## config.mk

```make
export PLATFORM = sky130hd
export DESIGN_NAME = reg_bank_scanner_flat
export DESIGN_NICKNAME = d
export VERILOG_FILES = /design/src/rtl/reg_bank_scanner_if.sv /design/src/rtl/reg_bank_scanner.sv /design/src/flat_wrapper.sv
export SDC_FILE = /design/constraint.sdc
export NUM_CORES = 1
export LEC_CHECK = 0
export CAP_MARGIN = 5
export CORE_ASPECT_RATIO = 1.75
export CORE_MARGIN = 8
export CORE_UTILIZATION = 30
export CTS_BUF_LIST = sky130_fd_sc_hd__clkbuf_2
export CTS_CLUSTER_DIAMETER = 80
export CTS_CLUSTER_SIZE = 16
export DETAILED_ROUTE_END_ITERATION = 8
export PLACE_DENSITY = 0.53
export SETUP_SLACK_MARGIN = 0.05
export SYNTH_ARGS = -nofsm -noshare
export SYNTH_HDL_FRONTEND = slang
export SYNTH_SLANG_ARGS = --single-unit
```

## constraint.sdc

```tcl
create_clock -name CLKB -period 3.2 [get_ports CLKB]
set_input_delay 0.96 -clock CLKB [delete_from_list [all_inputs] [get_ports CLKB]]
set_output_delay 0.96 -clock CLKB [all_outputs]
set_load 0.05 [all_outputs]
```

## src/rtl/reg_bank_scanner_if.sv

```systemverilog
// Command, bank read-port and output-stream signals of the register bank scanner.
// The master modport is the scanner's view; the slave modport is the bank/consumer side.
interface reg_bank_scanner_if #(
   parameter int ADDR_W = 4,
   parameter int DATA_W = 8
);
   logic                     start;
   logic [ADDR_W-1:0]        first_addr;
   logic [ADDR_W-1:0]        last_addr;
   logic [ADDR_W-1:0]        addrB;
   logic [DATA_W-1:0]        rd_data;
   logic                     out_valid;
   logic                     out_ready;
   logic [ADDR_W-1:0]        out_addr;
   logic [DATA_W-1:0]        out_data;
   logic                     busy;
   logic                     done;
   logic [ADDR_W+DATA_W-1:0] checksum;

   modport master (
      input  start, first_addr, last_addr, rd_data, out_ready,
      output addrB, out_valid, out_addr, out_data, busy, done, checksum
   );

   modport slave (
      output start, first_addr, last_addr, rd_data, out_ready,
      input  addrB, out_valid, out_addr, out_data, busy, done, checksum
   );
endinterface

```

## src/rtl/reg_bank_scanner.sv

```systemverilog
// Sweeps the bank read address over [first_addr..last_addr] (wrapping), captures each byte
// and streams {addr,data} beats out through a credit-protected FIFO with a running checksum.
module reg_bank_scanner #(
   parameter int ADDR_W     = 4,
   parameter int DATA_W     = 8,
   parameter int RD_LAT     = 2,
   parameter int FIFO_DEPTH = 4
) (
   input  logic                 CLKB,
   input  logic                 RSTB_n,
   reg_bank_scanner_if.master   bus
);

   localparam int PTR_W = $clog2(FIFO_DEPTH);
   localparam int CNT_W = $clog2(FIFO_DEPTH + RD_LAT + 1);
   localparam int SUM_W = ADDR_W + DATA_W;

   typedef enum logic [1:0] {IDLE, SCAN, DRAIN, DONE} state_t;

   state_t              state;
   state_t              state_nxt;

   logic [ADDR_W-1:0]   addr_q;
   logic [ADDR_W-1:0]   next_addr;
   logic [ADDR_W-1:0]   last_q;

   logic                tag_vld_p  [RD_LAT];
   logic [ADDR_W-1:0]   tag_addr_p [RD_LAT];

   logic [ADDR_W-1:0]   fifo_addr [FIFO_DEPTH];
   logic [DATA_W-1:0]   fifo_data [FIFO_DEPTH];
   logic [PTR_W-1:0]    wr_ptr;
   logic [PTR_W-1:0]    rd_ptr;
   logic [CNT_W-1:0]    occ;
   logic [CNT_W-1:0]    inflight;

   logic [SUM_W-1:0]    csum;

   logic                accept_start;
   logic                credit_ok;
   logic                issue;
   logic                last_issue;
   logic                fifo_wr;
   logic                fifo_rd;
   logic                head_vld;

   function automatic logic [SUM_W-1:0] csum_add(input logic [SUM_W-1:0] acc,
                                                 input logic [DATA_W-1:0] d);
      return acc + SUM_W'(d);
   endfunction

   always_comb begin
      inflight = '0;
      for (int i = 0; i < RD_LAT; i++) begin
         inflight = inflight + CNT_W'(tag_vld_p[i]);
      end
   end

   // Counting in-flight reads against FIFO space means a read is only issued when its
   // landing slot is already reserved, whatever the consumer does with out_ready.
   assign head_vld     = (occ != '0);
   assign accept_start = (state == IDLE) && bus.start;
   assign credit_ok    = (inflight + occ) < CNT_W'(FIFO_DEPTH);
   assign issue        = (state == SCAN) && credit_ok;
   assign last_issue   = issue && (next_addr == last_q);
   assign fifo_wr      = tag_vld_p[RD_LAT-1];
   assign fifo_rd      = head_vld && bus.out_ready;

   always_comb begin
      state_nxt = state;
      case (state)
         IDLE:  if (bus.start) state_nxt = SCAN;
         SCAN:  if (last_issue) state_nxt = DRAIN;
         DRAIN: if ((inflight == '0) && (occ == CNT_W'(1)) && fifo_rd) state_nxt = DONE;
         DONE:  state_nxt = IDLE;
         default: state_nxt = IDLE;
      endcase
   end

   always_ff @(posedge CLKB or negedge RSTB_n) begin
      if (!RSTB_n) begin
         state     <= IDLE;
         addr_q    <= '0;
         next_addr <= '0;
         last_q    <= '0;
      end else begin
         state <= state_nxt;
         if (accept_start) begin
            next_addr <= bus.first_addr;
            last_q    <= bus.last_addr;
         end else if (issue) begin
            addr_q    <= next_addr;
            next_addr <= next_addr + ADDR_W'(1);
         end
      end
   end

   // ---- read-latency tag pipe: valid is control, address rides along unreset ----
   always_ff @(posedge CLKB or negedge RSTB_n) begin
      if (!RSTB_n) begin
         for (int i = 0; i < RD_LAT; i++) tag_vld_p[i] <= 1'b0;
      end else begin
         tag_vld_p[0] <= issue;
         for (int i = 1; i < RD_LAT; i++) tag_vld_p[i] <= tag_vld_p[i-1];
      end
   end

   always_ff @(posedge CLKB) begin
      tag_addr_p[0] <= next_addr;
      for (int i = 1; i < RD_LAT; i++) tag_addr_p[i] <= tag_addr_p[i-1];
   end

   // ---- capture FIFO: pointers and occupancy reset, storage does not ----
   always_ff @(posedge CLKB or negedge RSTB_n) begin
      if (!RSTB_n) begin
         wr_ptr <= '0;
         rd_ptr <= '0;
         occ    <= '0;
      end else begin
         if (fifo_wr) wr_ptr <= wr_ptr + PTR_W'(1);
         if (fifo_rd) rd_ptr <= rd_ptr + PTR_W'(1);
         case ({fifo_wr, fifo_rd})
            2'b10:   occ <= occ + CNT_W'(1);
            2'b01:   occ <= occ - CNT_W'(1);
            default: occ <= occ;
         endcase
      end
   end

   always_ff @(posedge CLKB) begin
      if (fifo_wr) begin
         fifo_addr[wr_ptr] <= tag_addr_p[RD_LAT-1];
         fifo_data[wr_ptr] <= bus.rd_data;
      end
   end

   // ---- output stage and checksum ----
   always_ff @(posedge CLKB or negedge RSTB_n) begin
      if (!RSTB_n) begin
         csum <= '0;
      end else if (accept_start) begin
         csum <= '0;
      end else if (fifo_rd) begin
         csum <= csum_add(csum, fifo_data[rd_ptr]);
      end
   end

   // Head is masked while empty so the stream reads zero after reset, not stale storage.
   assign bus.out_valid = head_vld;
   assign bus.out_addr  = head_vld ? fifo_addr[rd_ptr] : '0;
   assign bus.out_data  = head_vld ? fifo_data[rd_ptr] : '0;
   assign bus.addrB     = addr_q;
   assign bus.busy      = (state != IDLE);
   assign bus.done      = (state == DONE);
   assign bus.checksum  = csum;

endmodule

```

## src/flat_wrapper.sv

```systemverilog
// flat-port wrapper written by rule: the top's interface ports become plain ports
module reg_bank_scanner_flat 
#(
   parameter int ADDR_W     = 4,
   parameter int DATA_W     = 8,
   parameter int RD_LAT     = 2,
   parameter int FIFO_DEPTH = 4
)
  (CLKB, RSTB_n, bus_start, bus_first_addr, bus_last_addr, bus_rd_data, bus_out_ready, bus_addrB, bus_out_valid, bus_out_addr, bus_out_data, bus_busy, bus_done, bus_checksum);
  reg_bank_scanner_if #(.ADDR_W(ADDR_W), .DATA_W(DATA_W)) bus_i ();
  input  logic CLKB;
  input  logic RSTB_n;
  input wire logic [$bits(bus_i.start)-1:0] bus_start;
  input wire logic [$bits(bus_i.first_addr)-1:0] bus_first_addr;
  input wire logic [$bits(bus_i.last_addr)-1:0] bus_last_addr;
  input wire logic [$bits(bus_i.rd_data)-1:0] bus_rd_data;
  input wire logic [$bits(bus_i.out_ready)-1:0] bus_out_ready;
  output wire logic [$bits(bus_i.addrB)-1:0] bus_addrB;
  output wire logic [$bits(bus_i.out_valid)-1:0] bus_out_valid;
  output wire logic [$bits(bus_i.out_addr)-1:0] bus_out_addr;
  output wire logic [$bits(bus_i.out_data)-1:0] bus_out_data;
  output wire logic [$bits(bus_i.busy)-1:0] bus_busy;
  output wire logic [$bits(bus_i.done)-1:0] bus_done;
  output wire logic [$bits(bus_i.checksum)-1:0] bus_checksum;
  assign bus_i.start = bus_start;
  assign bus_i.first_addr = bus_first_addr;
  assign bus_i.last_addr = bus_last_addr;
  assign bus_i.rd_data = bus_rd_data;
  assign bus_i.out_ready = bus_out_ready;
  assign bus_addrB = bus_i.addrB;
  assign bus_out_valid = bus_i.out_valid;
  assign bus_out_addr = bus_i.out_addr;
  assign bus_out_data = bus_i.out_data;
  assign bus_busy = bus_i.busy;
  assign bus_done = bus_i.done;
  assign bus_checksum = bus_i.checksum;
  reg_bank_scanner #(.ADDR_W(ADDR_W), .DATA_W(DATA_W), .RD_LAT(RD_LAT), .FIFO_DEPTH(FIFO_DEPTH)) u_core (.CLKB(CLKB), .RSTB_n(RSTB_n), .bus(bus_i));
endmodule
```

==> results of run 1 <==
[metal layers]
layer	track usage, %	routed length (um)	vias to the layer above
li1	-	-	1174
met5	0	0	-
met3	3.105	344	10
met1	11.52	3613	1241
met4	4.370	159	0
met2	20.21	5066	43
[through the flow]
step	instances	hold WS (ns)
6_report	532	0.3523
5_1_grt	532	0.3608
4_1_cts	529	0.3558
3_5_place_dp	511	0.3179
3_3_place_gp	511	0.3137
2_1_floorplan	290	0.3096
[logic make-up (layout without fill, tap and decap cells)]
logic type | after synthesis | count (layout) | share of synthesized area, %
compound gates | 44 | 44 | 7.029
xor+xnor | 19 | 19 | 4.082
fa+ha+maj | 27 | 27 | 8.471
buf+inv | 20 | 87 | 2.026
flops | 91 | 91 | 60.77
mux | 20 | 20 | 8.840
other cells | 0 | 1 | 0
simple gates | 69 | 69 | 8.779
[what timing repair did]
action | CTS | global route
endpoints found under the setup margin | 14 | 10
setup buffers | 2 | 2
gates resized for setup | 5 | 13
cloned | 0 | 0
[cell usage after synthesis, drive strengths merged]
cell    number
mux2         5
or4          1
inv         11
o211ai       4
dfrtp       35
a211oi       3
nand3        6
edfxtp      48
or3          3
o21ai       16
a21o         5
mux4        12
dfxtp        8
nor2         4
nor4bb       1
xnor2       12
clkbuf       4
fa           1
buf          5
nand2b       1
a21oi       11
and3         1
nand2       31
xor2         7
nand4        3
and2        17
a311o        1
a31oi        3
ha          26
and4         1
a22oi        1
mux2i        3
[final cells by class]
class                           instances  share of cell area (%)
Timing Repair Buffer                   60                   11.62
Inverter                               11                  0.8281
Multi-Input combinational cell        179                   30.82
Clock buffer                            9                  0.9034
Antenna cell                            1                 0.05019
Tap cell                              174                   4.366
Sequential cell                        91                   49.74
Clock inverter                          7                   1.681
[registers in the layout (all words and copies together), names as in the netlist]
signal / flops
u_core.bus.checksum: 12
u_core.fifo_wr: 1
u_core.last_q: 4
u_core.rd_ptr: 2
u_core.state: 2
u_core.tag_vld_p: 1
u_core.wr_ptr: 2
u_core.bus.addrB: 4
u_core.fifo_data: 32
u_core.next_addr: 4
u_core.fifo_addr: 16
u_core.occ: 3
u_core.tag_addr_p: 8
[worst min-delay path by stage]
stage / start / depth (start not counted) / to / slack [ns]
after floorplan: u_core.tag_addr_p[0][0] / 0 / u_core.tag_addr_p[0][4] / 0.31
after global placement: u_core.tag_addr_p[0][3] / 0 / u_core.tag_addr_p[0][7] / 0.31
after detailed placement: u_core.tag_addr_p[0][3] / 0 / u_core.tag_addr_p[0][7] / 0.32
after CTS: u_core.tag_addr_p[0][3] / 0 / u_core.tag_addr_p[0][7] / 0.36
after global routing: u_core.tag_addr_p[0][3] / 0 / u_core.tag_addr_p[0][7] / 0.36
final: u_core.tag_addr_p[0][3] / 0 / u_core.tag_addr_p[0][7] / 0.35
==> results.ini, run 1 <==
[worst_setup_path]
start_kind=flip-flop
cp_slowest_cell=mux4_2
path_class=flip-flop to primary output
path_delay_family=multiplexers
critPathCaptureType=primary output
worstPathRequired_ns=2.24
r2r_end=u_core.bus.checksum[10]
cp.arrival_ns=2.09
reg2reg_depth=9
crit_path_end=bus_out_data[0]
critPathMaxFanout=5
path_buf_inv=2
rrSetupSlack_ns=0.42
critical-path-max-stage-delay_ns=0.54
crit_chain=buf_12, mux4_2, and2_1, buf_4
path_depth=4
critPathLaunch=u_core.rd_ptr[0]
r2r-start=u_core.rd_ptr[0]

[grt]
grt_pass1_wl_mm=14.96
grt.total_usage_pct=10.99
grt_pass1_vias=2729
antenna_found_initial=1
overflow=0
grt_max_degree=36

[sta]
period_needed_ns=3.046
final_hold_viol_count=0
tightestPinTransition_ns=0.8671
fmax_mhz=328.3
skew_ns=0.02732
post-route-period-util_pct=95.20
grt_setup_unrepaired=yes
layout_setup_ws_ns=0.1536
setup_viol=0
drv_slew=0
fin_setup_tns_ns=0
slew-limit-headroom_pct=42.19

[synth]
syn_nets=337
synthTopCellsByArea=edfxtp_1 35%, dfrtp_1 21%, ha_1 8.0%, mux4_2 6.6%, dfxtp_1 3.9%
yosysTopAreaCell=edfxtp_1
yosysSeqAreaShare_pct=60.77
syn-cell-area_um2=4076
synth_cell_types=42
syn_area_per_cell_um2=14.06
synth_top_cell_area_share_pct=35.36
synthCells=290
ys_seq_elements=91
ys_warn_count=0

[floorplan]
rows=56
dieWidth_um=104.1
die_area_um2=17720
die_h_um=170.2
core_um2=13310
ios=51
start_util_pct=30.62

[placed_design]
gp_congestion=0.7667
placed_cell_area_um2=4761
dp.final_hpwl_mm=6.724
io_buffers=50
pre_cts_ws_ns=0.3899

[route]
wirelength_mm=9.184
ant_nets=0
vias=2468
drc=0
vias_per_cell=4.639
drt_pass1_iterations=4
drt_first_iter_violations=67
wl_per_cell_um=17.26

[final_layout]
mostFrequentLayoutCell=edfxtp_1
num-nets-final=399
layout-drive-gt1-share_pct=19.05
regArea_um2=2480
syn2layout_area_growth_pct=22.31
final_cell_mix=48 x edfxtp_1, 35 x clkdlybuf4s50_1, 33 x dfrtp_1, 30 x nand2_1, 26 x ha_1
final_util_pct=37.45
fill_cells=1333
multiInputGateArea_um2=1536
fin_area_um2=4986

[run_status]
status=complete, no violations

[clocking]
htree_levels=3
clk_pin_slew_ns=0.26
ctsRootBufferMaster=clkbuf_2
clock-sinks=91
cts.hold.buffers_added=0
numCtsBuffers=9
cts_buffer_depth=2
cts_tree=yes
clock_latency_ns=0.56

[min_path]
hp-class=flip-flop to flip-flop

[job]
cap_violations=0

Power of run 1 is left out: the tool's default activity adds up to more than one toggle a clock period on the data nets, which glitch-free logic cannot reach.
==> inputs of run 2 (changes only) <==
- CTS_BUF_LIST: sky130_fd_sc_hd__clkbuf_2 -> not set
==> run 2 against run 1 <==
Final cell count shrank 0.94%; cell area grew 1.7%; first-iteration DRC count grew 15%; via count shrank 1.4%; fmax grew 1.0%; utilization grew 0.65 points; highest routed layer unchanged; die area is the same.
==> results.ini, run 2 (synthesis results as in run 1) <==
[route]
drt_first_iter_violations=77  ; +15%
ant_nets=0  ; unchanged
wirelength_mm=9.121  ; -0.69%
vias=2433  ; -1.4%
drc=0  ; unchanged
wl_per_cell_um=17.31  ; +0.26%
wl_met1_mm=3.587  ; -0.72%
routed.top_layer=met4
wl_met2_mm=5.023  ; -0.85%
vias_per_cell=4.617  ; -0.48%
drt_pass1_iterations=4  ; unchanged
wl_met3_um=322  ; -6.4%

[worst_setup_path]
start_kind=flip-flop
cp_slowest_cell=mux4_2
reg2reg_depth=8  ; -1
crit_chain=buf_4, mux4_2, and2_1, buf_4
critPathMaxFanout=6  ; +1
r2r_end=u_core.bus.checksum[10]
path_delay_family=multiplexers
worstPathRequired_ns=2.24  ; about the same
cp.arrival_ns=2.05  ; -0.04 ns
critical-path-max-stage-delay_ns=0.60  ; +0.06 ns
rrSetupSlack_ns=0.39  ; -0.03 ns
crit_top_cell=buf_4
critPathCaptureType=primary output
path_class=flip-flop to primary output
path_buf_inv=2  ; unchanged
r2r-start=u_core.rd_ptr[0]

[final_layout]
regMostFlops=u_core.fifo_data
final_util_pct=38.10  ; +0.65 points
fill_cells=1317  ; -1.2%
num-nets-final=395  ; -1.0%
syn2layout_area_growth_pct=24.43
largest_reg_flops=32  ; unchanged
diodes=0  ; -1
final_cell_mix=48 x edfxtp_1, 36 x clkdlybuf4s50_1, 35 x dfrtp_1, 30 x nand2_1, 26 x ha_1
layout-drive-gt1-share_pct=16.15  ; -2.9 points
mostFrequentLayoutCell=edfxtp_1

[grt]
antenna_found_initial=0  ; -1
grt.total_usage_pct=10.96  ; -0.032 points
overflow=0  ; unchanged
grt_max_degree=36  ; unchanged
grt_pass1_vias=2714  ; -0.55%
grt_pass1_wl_mm=14.95  ; about the same

[sta]
setup_viol=0  ; unchanged
tightestPinTransition_ns=0.8656  ; -0.001458 ns
period_needed_ns=3.015  ; -0.03164 ns
slew-limit-headroom_pct=42.29  ; +0.097 points
skew_ns=0.007576  ; -0.01975 ns
timing.hold.ws_ns=0.3285  ; -0.02377 ns
post-route-period-util_pct=94.21  ; -0.99 points
grt_setup_unrepaired=no
layout_setup_ws_ns=0.1853  ; +0.03164 ns
fmax_mhz=331.7  ; +1.0%
final_hold_viol_count=0  ; unchanged
drv_slew=0  ; unchanged
fin_setup_tns_ns=0  ; unchanged

[clocking]
post_cts_buffers=0  ; -2
ctsRootBufferMaster=clkbuf_16
clock-sinks=91  ; unchanged
post_cts_resized=0  ; -5
clk_pin_slew_ns=0.07  ; -0.19 ns
htree_levels=3  ; unchanged
cts.hold.buffers_added=0  ; unchanged
cts_buffer_depth=2  ; unchanged
numCtsBuffers=9  ; unchanged
clock_latency_ns=0.33  ; -0.23 ns
cts_tree=yes

[floorplan]
rows=56  ; unchanged
start_util_pct=30.62  ; unchanged
die_h_um=170.2  ; unchanged
core_um2=13310  ; unchanged
dieWidth_um=104.1  ; unchanged
die_area_um2=17720  ; unchanged
ios=51  ; unchanged

[placed_design]
gp_congestion=0.7667  ; unchanged
dp.final_hpwl_mm=6.724  ; unchanged
io_buffers=50  ; unchanged
pre_cts_ws_ns=0.3899  ; unchanged

[run_status]
status=complete, no violations

[min_path]
hold_depth=0  ; unchanged
holdPathEnd=u_core.tag_addr_p[0][7]
hp-class=flip-flop to flip-flop
hold_start=u_core.tag_addr_p[0][3]

[job]
cap_violations=0  ; unchanged

## run 2: cell count changes in the layout (fill, tap and decap cells not counted), moves of 3 or more
cell,change
and2_1,+5
and2_4,-5
buf_4,+3
buf_6,-4
clkbuf_16,+9
clkbuf_2,-9
## run 2: worst max-delay path by stage
stage / start / end / depth (start not counted)
CTS: u_core.occ[0] / bus_out_data[1] / 5
detailed placement: u_core.rd_ptr[0] / u_core.bus.checksum[11] / 8
floorplan: u_core.occ[0] / bus_out_addr[0] / 5
global placement: u_core.rd_ptr[0] / u_core.bus.checksum[10] / 8
global route: u_core.rd_ptr[0] / bus_out_data[7] / 4
finish: u_core.rd_ptr[0] / bus_out_data[7] / 4
## run 2: routing by layer
metal	vias to the layer above	global-route usage, %
met1	1208	11.26
met5	-	0
li1	1168	-
met4	0	4.750
met3	11	2.764
met2	46	20.49
## run 2: worst reg2reg max path: cells and delay by family, from the launching register on
| family | cells | cell delay [ns] |
|---|---|---|
| mux | 1 | 0.56 |
| compound gates | 4 | 0.74 |
| fa+ha+maj | 1 | 0.46 |
| simple gates | 1 | 0.16 |
| buf+inv | 1 | 0.25 |
| flops | 1 | 0.50 |
## run 2: cell type report
cell class,instances,area [um2],area share [%]
sequential,91,2477,48.84
multi-input combinational,179,1519,29.95
timing repair buffer,56,508.0,10.01
clock buffer,9,225.2,4.440
tap,174,217.7,4.292
clock inverter,7,83.83,1.653
inverter,11,41.29,0.8140
## run 2: per-stage QoR
step	instance area, um2	cells
floorplan	4076	290
global placement	4761	511
detailed placement	4761	511
CTS	5070	527
global route	5072	527
finish	5072	527
Power of run 2 is left out for the same reason.
==> inputs of run 3 (changes only) <==
- CORE_MARGIN: 8 -> 1.5
- HOLD_SLACK_MARGIN: not set -> 0.08
==> run 3 against run 2 <==
First-iteration DRC count up 62%; critical path depth unchanged; worst setup slack worse by 0.0087 ns; largest cell class unchanged; highest routed layer unchanged.
==> results.ini, run 3 (synthesis results as in run 1) <==
[floorplan]
dieWidth_um=91.12  ; -12%
ios=51  ; unchanged
die_area_um2=14320  ; -19%
rows=56  ; unchanged
start_util_pct=30.62  ; unchanged
core_um2=13310  ; unchanged
die_h_um=157.2  ; -7.6%

[sta]
tightestPinTransition_ns=0.9585  ; +0.09288 ns
post-route-period-util_pct=94.48  ; +0.27 points
fin_setup_tns_ns=0  ; unchanged
grt_setup_unrepaired=no
setup_viol=0  ; unchanged
slew-limit-headroom_pct=36.10  ; -6.2 points
skew_ns=0.005955  ; -0.001621 ns
drv_slew=0  ; unchanged
fmax_mhz=330.8  ; -0.29%
period_needed_ns=3.023  ; +0.008679 ns
final_hold_viol_count=0  ; unchanged

[final_layout]
mostFrequentLayoutCell=edfxtp_1
diodes=0  ; unchanged
syn2layout_area_growth_pct=23.91
num-nets-final=394  ; -0.25%
largest_reg_flops=32  ; unchanged
regMostFlops=u_core.fifo_data
final_cell_mix=48 x edfxtp_1, 36 x clkdlybuf4s50_1, 35 x dfrtp_1, 30 x nand2_1, 26 x ha_1
layout-drive-gt1-share_pct=15.91  ; -0.24 points

[clocking]
htree_levels=3  ; unchanged
ctsRootBufferMaster=clkbuf_16
cts.hold.buffers_added=0  ; unchanged
numCtsBuffers=9  ; unchanged
cts_tree=yes
clk_pin_slew_ns=0.07  ; about the same
clock-sinks=91  ; unchanged
post_cts_buffers=0  ; unchanged
post_cts_resized=0  ; unchanged
clock_latency_ns=0.34  ; about the same
cts_buffer_depth=2  ; unchanged

[grt]
grt_pass1_vias=2551  ; -6.0%
antenna_found_initial=0  ; unchanged
overflow=0  ; unchanged
grt_max_degree=36  ; unchanged
grt.total_usage_pct=13.19  ; +2.2 points
grt_pass1_wl_mm=13.86  ; -7.2%

[route]
ant_nets=0  ; unchanged
vias=2399  ; -1.4%
wl_met2_mm=4.897  ; -2.5%
drc=0  ; unchanged
drt_pass1_iterations=4  ; unchanged
drt_first_iter_violations=125  ; +62%
wl_met3_um=235  ; -27%
wl_met1_mm=3.504  ; -2.3%
wirelength_mm=8.817  ; -3.3%
wl_per_cell_um=16.76  ; -3.1%
vias_per_cell=4.561  ; -1.2%
routed.top_layer=met4

[placed_design]
gp_congestion=0.7934  ; +3.5%
dp.final_hpwl_mm=6.389  ; -5.0%
io_buffers=50  ; unchanged

[worst_setup_path]
path_class=flip-flop to primary output
critPathMaxFanout=7  ; +1
start_kind=flip-flop
worstPathRequired_ns=2.24  ; about the same
critPathCaptureType=primary output
cp.arrival_ns=2.06  ; about the same

[job]
cap_violations=0  ; unchanged

[min_path]
hp-class=flip-flop to flip-flop

[run_status]
status=complete, no violations

-- run 3: cell types whose count changed in the layout (fill, tap and decap cells not counted) --
cell / change
buf_2: -1
buf_4: -1
bufinv_16: -1
clkbuf_2: +1
clkinv_8: +1
-- run 3: worst paths after layout --
path / startpoint / to / slack, ns / cells after the start
setup / recovery: u_core.rd_ptr[0] / bus_out_data[1] / 0.18 / 4
hold / removal: u_core.tag_addr_p[0][3] / u_core.tag_addr_p[0][7] / 0.33 / 0
setup reg to reg: u_core.rd_ptr[0] / u_core.bus.checksum[10] / 0.36 / 8
hold reg to reg: u_core.tag_addr_p[0][3] / u_core.tag_addr_p[0][7] / 0.33 / 0
max in group asynchronous: RSTB_n / u_core.wr_ptr[0] / 1.84 / 1
min in group asynchronous: RSTB_n / u_core.last_q[2] / 0.76 / 1
-- run 3: cell type report --
cell class                 instances  area, um2
timing repair buffer              55      500.5
clock buffer                       9      225.2
fill                            1301       8262
sequential                        91       2477
clock inverter                     7      70.07
multi-input combinational        179       1519
tap                              174      217.7
inverter                          11      41.29
-- run 3: metal layers --
layer | up-vias | global-route usage [%]
met5 | - | 0
met2 | 41 | 24.16
li1 | 1168 | -
met3 | 13 | 3.285
met4 | 0 | 5.208
met1 | 1177 | 14.44
-- run 3: worst max-delay path, stage by stage (launching register included) --
cell     delay [ns]
dfrtp_1        0.49
buf_4          0.25
mux4_2         0.56
and2_1         0.21
buf_4          0.20
-- run 3: through the flow --
stage	hold WS [ns]	setup WS (ns)	cell area, um2	util (%)	cells
3_3_place_gp	0.3193	0.4384	4753	35.70	510
4_1_cts	0.3327	0.1357	5049	37.92	526
3_5_place_dp	0.3160	0.3882	4753	35.70	510
5_1_grt	0.3573	0.09089	5051	37.94	526
6_report	0.3313	0.1766	5051	37.94	526
2_1_floorplan	0.3096	0.3354	4076	-	290
Power of run 3 is left out for the same reason.
